--- config.mk ---
export PLATFORM = sky130hd
export DESIGN_NAME = perspective_projector
export DESIGN_NICKNAME = d
export VERILOG_FILES = /design/src/rtl/projection_pkg.sv /design/src/rtl/proj_divider.sv /design/src/rtl/perspective_projector.sv
export SDC_FILE = /design/constraint.sdc
export NUM_CORES = 2
export LEC_CHECK = 0
export BUFFER_PORTS_ARGS = -buffer_cell sky130_fd_sc_hd__buf_4
export CAP_MARGIN = 20
export CORE_MARGIN = 1.5
export CORE_UTILIZATION = 66
export CTS_CLUSTER_SIZE = 20
export DETAILED_ROUTE_END_ITERATION = 10
export PLACE_DENSITY = 0.83
export REMOVE_ABC_BUFFERS = 1
export SYNTH_ARGS = -nofsm -noshare
export SYNTH_HDL_FRONTEND = slang
export SYNTH_SLANG_ARGS = --single-unit
--- constraint.sdc ---
create_clock -name clk_in -period 13.6 [get_ports clk_in]
set_clock_uncertainty 0.15 [all_clocks]
set_input_delay 2.72 -clock clk_in [delete_from_list [all_inputs] [get_ports clk_in]]
set_output_delay 2.72 -clock clk_in [all_outputs]
set_load 0.1 [all_outputs]
--- src/rtl/projection_pkg.sv ---
// Shared constants and FSM state type for the perspective projection stage.
package projection_pkg;
  localparam int Q15_SHIFT = 15;
  localparam int CX_DEF    = 160;
  localparam int CY_DEF    = 120;
  localparam int X_MAX_DEF = 319;
  localparam int Y_MAX_DEF = 239;

  typedef enum logic [2:0] {IDLE, MUL, ROT, DIV, DONE} proj_state_t;
endpackage

--- src/rtl/proj_divider.sv ---
// Iterative restoring divider: two unsigned numerators share one denominator.
// o_done pulses in the final busy cycle; o_q carries the finished quotients then.
module proj_divider #(
  parameter int NUM_W = 19,
  parameter int DEN_W = 12
) (
  input  logic                  clk_in,
  input  logic                  rst_in,
  input  logic                  i_start,
  input  logic [1:0][NUM_W-1:0] i_num,
  input  logic [DEN_W-1:0]      i_den,
  output logic                  o_busy,
  output logic                  o_done,
  output logic [1:0][NUM_W-1:0] o_q
);
  localparam int CNT_W = $clog2(NUM_W);

  logic [1:0][NUM_W-1:0] r_num, w_num_nxt;
  logic [1:0][DEN_W-1:0] r_rem, w_rem_nxt;
  logic [DEN_W-1:0]      r_den;
  logic [CNT_W-1:0]      r_cnt;
  logic                  r_busy;

  // Numerator register doubles as quotient: bits shift out the top, results in at the bottom.
  for (genvar gi = 0; gi < 2; gi++) begin : g_lane
    logic [DEN_W:0]   w_sh;
    logic [DEN_W+1:0] w_diff;
    assign w_sh           = {r_rem[gi], r_num[gi][NUM_W-1]};
    assign w_diff         = {1'b0, w_sh} - {2'b00, r_den};
    assign w_rem_nxt[gi]  = w_diff[DEN_W+1] ? w_sh[DEN_W-1:0] : w_diff[DEN_W-1:0];
    assign w_num_nxt[gi]  = {r_num[gi][NUM_W-2:0], ~w_diff[DEN_W+1]};
  end

  assign o_busy = r_busy;
  assign o_done = r_busy && (r_cnt == CNT_W'(NUM_W-1));
  assign o_q    = w_num_nxt;

  always_ff @(posedge clk_in or posedge rst_in) begin
    if (rst_in) begin
      r_num  <= '0;
      r_rem  <= '0;
      r_den  <= '0;
      r_cnt  <= '0;
      r_busy <= 1'b0;
    end else if (i_start) begin
      r_num  <= i_num;
      r_rem  <= '0;
      r_den  <= i_den;
      r_cnt  <= '0;
      r_busy <= 1'b1;
    end else if (r_busy) begin
      r_num <= w_num_nxt;
      r_rem <= w_rem_nxt;
      if (o_done) r_busy <= 1'b0;
      else        r_cnt  <= r_cnt + 1'b1;
    end
  end
endmodule

--- src/rtl/perspective_projector.sv ---
// Rotate a voxel about Y by a Q1.15 cos/sin pair, perspective-divide by depth,
// then re-centre and clamp to the screen. One point in flight at a time.
module perspective_projector import projection_pkg::*; #(
  parameter int X_W         = 9,
  parameter int Y_W         = 8,
  parameter int Z_W         = 9,
  parameter int CX          = CX_DEF,
  parameter int CY          = CY_DEF,
  parameter int CZ          = 160,
  parameter int ZOFF        = 320,
  parameter int FOCAL_SHIFT = 8,
  parameter int X_MAX       = X_MAX_DEF,
  parameter int Y_MAX       = Y_MAX_DEF
) (
  input  logic               clk_in,
  input  logic               rst_in,
  input  logic signed [15:0] cos,
  input  logic signed [15:0] sin,
  input  logic [X_W-1:0]     x_in,
  input  logic [Y_W-1:0]     y_in,
  input  logic [Z_W-1:0]     z_in,
  input  logic               valid_in,
  output logic               ready_out,
  output logic [X_W-1:0]     x_out,
  output logic [Y_W-1:0]     y_out,
  output logic               clipped_out,
  output logic               valid_out,
  input  logic               ready_in
);
  localparam int MAG_W = ((X_W > Z_W) ? X_W : Z_W) + 2;
  localparam int NUM_W = MAG_W + FOCAL_SHIFT;
  localparam int DEP_W = MAG_W + 1;
  localparam int PX_W  = NUM_W + 2;

  proj_state_t r_state, w_state_nxt;

  logic signed [15:0]      r_cos, r_sin;
  logic signed [MAG_W-1:0] r_cx, r_cy, r_cz, w_cx, w_cy, w_cz;
  logic signed [31:0]      r_pxc, r_pzs, r_pxs, r_pzc;
  logic signed [32:0]      w_xsum, w_zsum;
  logic signed [DEP_W-1:0] w_xr, w_zr, w_depth;
  logic [DEP_W-1:0]        w_xabs;
  logic [MAG_W-1:0]        w_cyabs;
  logic                    w_cull;
  logic                    r_sx, r_sy;
  logic [1:0][NUM_W-1:0]   w_num, w_q;
  logic                    w_div_start, w_div_busy, w_div_done;
  logic signed [PX_W-1:0]  w_px, w_py;
  logic [X_W-1:0]          w_xo, r_x;
  logic [Y_W-1:0]          w_yo, r_y;
  logic                    w_xc, w_yc, r_clip, r_valid;

  assign w_cx = $signed(MAG_W'(x_in)) - $signed(MAG_W'(CX));
  assign w_cy = $signed(MAG_W'(y_in)) - $signed(MAG_W'(CY));
  assign w_cz = $signed(MAG_W'(z_in)) - $signed(MAG_W'(CZ));

  // Arithmetic shift floors, so small negative products land one below zero.
  assign w_xsum  = 33'(r_pxc) - 33'(r_pzs);
  assign w_zsum  = 33'(r_pxs) + 33'(r_pzc);
  assign w_xr    = DEP_W'(w_xsum >>> Q15_SHIFT);
  assign w_zr    = DEP_W'(w_zsum >>> Q15_SHIFT);
  assign w_depth = w_zr + $signed(DEP_W'(ZOFF));
  assign w_cull  = w_depth[DEP_W-1] || (w_depth == '0);
  assign w_xabs  = w_xr[DEP_W-1] ? DEP_W'(-w_xr) : DEP_W'(w_xr);
  assign w_cyabs = r_cy[MAG_W-1] ? MAG_W'(-r_cy) : MAG_W'(r_cy);

  assign w_num[0]    = NUM_W'(w_xabs) << FOCAL_SHIFT;
  assign w_num[1]    = NUM_W'(w_cyabs) << FOCAL_SHIFT;
  assign w_div_start = (r_state == ROT) && !w_cull;

  proj_divider #(.NUM_W(NUM_W), .DEN_W(DEP_W)) u_div (
    .clk_in  (clk_in),
    .rst_in  (rst_in),
    .i_start (w_div_start),
    .i_num   (w_num),
    .i_den   ($unsigned(w_depth)),
    .o_busy  (w_div_busy),
    .o_done  (w_div_done),
    .o_q     (w_q)
  );

  assign w_px = (r_sx ? -$signed(PX_W'(w_q[0])) : $signed(PX_W'(w_q[0]))) + $signed(PX_W'(CX));
  assign w_py = (r_sy ? -$signed(PX_W'(w_q[1])) : $signed(PX_W'(w_q[1]))) + $signed(PX_W'(CY));

  always_comb begin
    w_xo = X_W'(w_px);
    w_xc = 1'b0;
    w_yo = Y_W'(w_py);
    w_yc = 1'b0;
    if (w_px[PX_W-1]) begin
      w_xo = '0;
      w_xc = 1'b1;
    end else if (w_px > $signed(PX_W'(X_MAX))) begin
      w_xo = X_W'(X_MAX);
      w_xc = 1'b1;
    end
    if (w_py[PX_W-1]) begin
      w_yo = '0;
      w_yc = 1'b1;
    end else if (w_py > $signed(PX_W'(Y_MAX))) begin
      w_yo = Y_W'(Y_MAX);
      w_yc = 1'b1;
    end
  end

  always_comb begin
    w_state_nxt = r_state;
    case (r_state)
      IDLE:    if (valid_in) w_state_nxt = MUL;
      MUL:     w_state_nxt = ROT;
      ROT:     w_state_nxt = w_cull ? DONE : DIV;
      DIV:     if (w_div_done) w_state_nxt = DONE;
      DONE:    if (ready_in) w_state_nxt = IDLE;
      default: w_state_nxt = IDLE;
    endcase
  end

  always_ff @(posedge clk_in or posedge rst_in) begin
    if (rst_in) r_state <= IDLE;
    else        r_state <= w_state_nxt;
  end

  always_ff @(posedge clk_in or posedge rst_in) begin
    if (rst_in) begin
      r_cos   <= '0;
      r_sin   <= '0;
      r_cx    <= '0;
      r_cy    <= '0;
      r_cz    <= '0;
      r_pxc   <= '0;
      r_pzs   <= '0;
      r_pxs   <= '0;
      r_pzc   <= '0;
      r_sx    <= 1'b0;
      r_sy    <= 1'b0;
      r_x     <= '0;
      r_y     <= '0;
      r_clip  <= 1'b0;
      r_valid <= 1'b0;
    end else begin
      r_valid <= (w_state_nxt == DONE);
      case (r_state)
        IDLE: if (valid_in) begin
          r_cos <= cos;
          r_sin <= sin;
          r_cx  <= w_cx;
          r_cy  <= w_cy;
          r_cz  <= w_cz;
        end
        MUL: begin
          r_pxc <= 32'(r_cx) * 32'(r_cos);
          r_pzs <= 32'(r_cz) * 32'(r_sin);
          r_pxs <= 32'(r_cx) * 32'(r_sin);
          r_pzc <= 32'(r_cz) * 32'(r_cos);
        end
        ROT: begin
          r_sx <= w_xr[DEP_W-1];
          r_sy <= r_cy[MAG_W-1];
          if (w_cull) begin
            r_x    <= X_W'(CX);
            r_y    <= Y_W'(CY);
            r_clip <= 1'b1;
          end
        end
        DIV: if (w_div_done) begin
          r_x    <= w_xo;
          r_y    <= w_yo;
          r_clip <= w_xc | w_yc;
        end
        default: ;
      endcase
    end
  end

  assign ready_out   = (r_state == IDLE) && !rst_in && !w_div_busy;
  assign x_out       = r_x;
  assign y_out       = r_y;
  assign clipped_out = r_clip;
  assign valid_out   = r_valid;
endmodule
# After elaboration in Yosys (flattened, before gate mapping)
# Index checks and enable logic that the tools add are counted.
[op_classes]
n_addsub = 15
mul = 4
n_lt_le_gt_ge = 2
n_eq_ne = 9
muxes = 38
bitwise = 3
reduce_logical = 15
[ops]
columns = ["cell", "count"]
rows = [
  ["$mul A10 B16 Y26", 4],
  ["$mux W38", 2],
  ["$mux W24", 2],
  ["$mux W21", 2],
  ["$neg A19 Y21", 2],
  ["$mux W9", 4],
  ["$mux W8", 4],
  ["$sub A13 B12 Y14", 2],
  ["$add A26 B26 Y27", 1],
  ["$sub A26 B26 Y27", 1],
  ["$mux W12", 2],
  ["$mux W11", 2],
  ["$neg A11 Y11", 2],
  ["$add A21 B8 Y21 const B", 1],
  ["$add A21 B9 Y21 const B", 1],
  ["$gt A21 B10 Y1 const B", 1],
  ["$gt A21 B9 Y1 const B", 1],
  ["$sub A9 B8 Y10 const B", 2],
  ["$pmux W9 S2", 1],
  ["$pmux W8 S2", 1],
  ["$mux W5", 3],
  ["$pmux W3 S5", 1],
  ["$add A12 B10 Y12 const B", 1],
  ["$logic_not A12 Y1", 1],
  ["other kinds (20)", 42],
]
[word_totals]
reg_bits = 271
inputBits = 62

# Longest topological paths before layout
[depth]
ltp_word = 11
ltp_mapped = 24
ltp_nobuf = 22

# Cells and area by module
# From an unflattened synthesis, not the netlist that was laid out.
[unflattened]
cells_unflattened = 4536
hier_area_um2 = 39514.1
[by_module_without_submodules]
columns = ["module", "n_inst", "cells_per_inst", "area_per_inst_um2", "seq_area_each_um2"]
rows = [
  ["perspective_projector", 1, 4002, 34530.6, 4729.5],
  ["proj_divider", 1, 534, 4983.5, 2001.9],
]

# Least setup slack after synthesis
# Ideal clock, no wire load.
[synth_path]
kind = "input to output"
start = "input port rst_in"
end = "output port ready_out"
t_arrival_ns = 4.908
slack_ns = 5.822
stages = 1
path_buffers = 0
path_cell_list = "nor3b_1"
[synth_via]
elab_chain_len = 3
[synth_lines]
columns = ["item", "line_no", "source"]
rows = [
  ["start, declared", "perspective_projector.sv:16", "input logic rst_in,"],
  ["$logic_not A1 Y1 (no line)", "n/a", ""],
  ["$logic_and A1 B1 Y1 (2 in series)", "perspective_projector.sv:175", "assign ready_out = (r_state == IDLE) && !rst_in && !w_div_busy;"],
  ["end, declared", "perspective_projector.sv:23", "output logic ready_out,"],
]
# Every way passes these cells.

# Worst setup path in the final report
[layout_path]
start = "register r_cx[8]"
end = "register r_pxs[21]"
[layout_via]
elab_chain_len = 1
[layout_lines]
columns = ["item", "line_no", "source"]
rows = [
  ["start, declared", "perspective_projector.sv:38", "logic signed [MAG_W-1:0] r_cx, r_cy, r_cz, w_cx, w_cy, w_cz;"],
  ["start signal, assigned", "perspective_projector.sv:146", "r_cx <= w_cx;"],
  ["$mul A10 B16 Y26", "perspective_projector.sv:153", "r_pxs <= 32'(r_cx) * 32'(r_sin);"],
  ["end signal, assigned", "perspective_projector.sv:153", ""],
  ["end, declared", "perspective_projector.sv:39", "logic signed [31:0] r_pxc, r_pzs, r_pxs, r_pzc;"],
]
# Every way passes these cells.
# A chain may end at the register's enable or synchronous reset.

==> flow_metrics.env <==
export IMPL_status="complete, no violations"
export IMPL_grt_pass1_wl_um=159200
export IMPL_antenna_left=0
export IMPL_period_needed_ns=7.307
export IMPL_synth_avg_cell_area_um2=8.936
export IMPL_finalCritPeriodShare_pct=53.73
export IMPL_wl_um=96030
export IMPL_dp_cells=5057
export IMPL_grt_total_usage_pct=32.87
export IMPL_cts_made_buffers=37
export IMPL_firstDrtPassIters=6
export IMPL_min_path_cells=2
export IMPL_syn_to_final_growth_pct=5.955
export IMPL_critPathMaxFanout=17
export IMPL_rsz0062_at_grt="false"
export IMPL_setup_viol=0
export IMPL_placed_area_um2=40260
export IMPL_cp_data_arrival_time_ns=7.60
export IMPL_required_ns=13.89
export IMPL_worstReg2RegStart="r_cx[8]$_DFFE_PP0P_"
export IMPL_ys_async_sr_fraction_pct=100.0
export IMPL_postCtsSetupRepairBufs=0
export IMPL_synth_area_leader_cell="fa_1"
export IMPL_viasPerCell=5.980
export IMPL_cts_tree="done"
export IMPL_final_max_slew_violation_count=0
export IMPL_met3_usage_pct=6.186
export IMPL_synth_most_common_cell="nand2_1"
export IMPL_cts_hold_buf=0
export IMPL_synth_ff_type="dfrtp_1"
export IMPL_die_w_um=246.8
export IMPL_initial_utilization_pct=66.59
export IMPL_grt_start_max_net_pins=154
export IMPL_yosys_top_cells_area="fa_1, dfrtp_1, ha_1"
export IMPL_fmax_mhz=136.9
export IMPL_gr_usage_met2_pct=54.82
export IMPL_clk_latency_ns=0.59
export IMPL_crit_start="r_cx[8]$_DFFE_PP0P_"
export IMPL_yosys_area_top_type_share_pct=28.48
export IMPL_hold_start="r_pzc[0]$_DFFE_PP0P_"
export IMPL_ys_seq_area_share_pct=17.16
export IMPL_drv_cap=0
export IMPL_antenna_found_initial=3
export IMPL_gp_congestion=0.8854
export IMPL_slew_headroom_pct=23.12
export IMPL_drc=0
export IMPL_grt_pass1_vias=31770
export IMPL_cp_end_kind="flip-flop"
export IMPL_synth_commonest_cells="nand2_1, inv_1, fa_1"
export IMPL_coreArea_um2=58910
export IMPL_worstSetupPathType="flip-flop to flip-flop"
export IMPL_vias=30654
export IMPL_place_hpwl_um=71840
export IMPL_synth_area_um2=39230
export IMPL_clk_pin_slew_ns=0.06
export IMPL_cts_resized=0
export IMPL_portBuffers=81
export IMPL_reg2regPathDepth=21
export IMPL_globalRouteMet1Util_pct=41.15
export IMPL_cts_sinks=269
export IMPL_hold_viol=0
export IMPL_start_kind="flip-flop"
export IMPL_cts_path_max_buffers=3
export IMPL_num_rows=89
export IMPL_hp_class="flip-flop to flip-flop"
export IMPL_drt_initial_drc_count=2161
export IMPL_cts_htree_levels=2
export IMPL_boundaryPins=82
export IMPL_tns_ns=0
export IMPL_layout_nets=5277
export IMPL_worst_slew_pin_slew_ns=1.144
export IMPL_grt_ovfl_total=0
export IMPL_syn_inst=4390
export IMPL_ys_warn_count=0
export IMPL_synth_cell_type_count=89
export IMPL_design_area_um2=41560
export IMPL_stdcell_count=5126
export IMPL_synth_seq_cells=269
export IMPL_synth_edf_count=0
export IMPL_die_area_um2=60910
export IMPL_fin_util_pct=70.56
export IMPL_root_buffer="clkbuf_16"
export IMPL_grt_busiest_layer="met2"
export IMPL_final_layout_size_suffix_gt1_share_pct=5.515
export IMPL_wl_per_cell_um=18.73
export IMPL_die_y_um=246.8
-- cell type report --
type	count	area [µm²]
Antenna cell	1	2.502
Timing Repair Buffer	120	913.4
Multi-Input combinational cell	3313	29450
Clock inverter	20	241.5
Fill cell	4372	17340
Clock buffer	47	1055
Sequential cell	269	6735
Inverter	583	2196
Tap cell	773	967.2
-- metal layers --
layer  wire length [µm]  vias to the layer above
met5                 24                        -
met4               4915                        4
met3               6941                      261
met2              46320                     1078
met1              37820                    15305
li1                   -                    14006
-- per-stage QoR --
| step | setup WS (ns) | hold WS [ns] |
|---|---|---|
| 3_5_place_dp | 6.348 | 0.2983 |
| 5_1_grt | 5.996 | 0.3515 |
| 4_1_cts | 6.343 | 0.3111 |
| 3_3_place_gp | 6.451 | 0.2918 |
| 2_1_floorplan | 3.320 | 0.2800 |
| 6_report | 6.293 | 0.3215 |
-- worst paths after layout --
check / to / slack (ns)
min: r_pzc[0]$_DFFE_PP0P_ / 0.32
max reg2reg: r_pxs[21]$_DFFE_PP0P_ / 6.29
max: r_pxs[21]$_DFFE_PP0P_ / 6.29
max in group asynchronous: r_cos[9]$_DFFE_PP0P_ / 9.78
min in group asynchronous: valid_out$_DFF_PP0_ / 2.12
min reg2reg: r_pzc[0]$_DFFE_PP0P_ / 0.32
-- sequential cells by signal (all words and copies together), names as in the netlist, 12 cells and up --
register / count
u_div.o_q: 36
u_div.g_lane.w_sh: 26
r_pzc: 26
r_pxs: 26
r_cos: 16
r_sin: 16
r_pxc: 26
u_div.r_den: 12
r_pzs: 26
-- cell families (layout without fill, tap and decap cells) --
group	Yosys count	in the layout	share of synthesized area, %
adders and majority gates	891	891	39.10
and+or+nand+nor	1512	1512	18.62
muxes	88	88	2.290
other	0	1	0
xor gates and xnor gates	226	226	5.046
AOI/OAI and AO/OA	596	596	9.983
buffers and inverters	808	770	7.805
DFF	269	269	17.16
-- placed cells by master (no fill, tap or decap), types with 87 or more instances in the layout --
cell type / synthesis / routed
xor2_1: 95 / 95
and2_1: 283 / 282
nand2_1: 697 / 696
dfrtp_1: 269 / 268
a21oi_1: 122 / 122
fa_1: 558 / 558
nand2b_1: 87 / 87
buf_4: 3 / 118
inv_1: 583 / 582
ha_1: 333 / 333
xnor2_1: 131 / 131
o21ai_0: 183 / 183
nor2_1: 159 / 159
-- critical path, stage by stage, from the launching register on --
cell and delay, ns:
dfrtp_1 0.83, buf_4 0.38, nand2_1 0.11, fa_1 0.52, fa_1 0.55, inv_1 0.06
fa_1 0.53, inv_1 0.05, fa_1 0.54, inv_1 0.06, fa_1 0.47, ha_1 0.26
a2111oi_0 0.55, nor4_1 0.16, a2111oi_0 0.65, nor3_1 0.21, or3_1 0.38, a21oi_1 0.21
o21ai_0 0.10, a21oi_1 0.17, xor2_1 0.14, o21ai_0 0.08
Power is not shown: default switching activity piles up to over one toggle a cycle in this logic, so the estimate is an artifact.
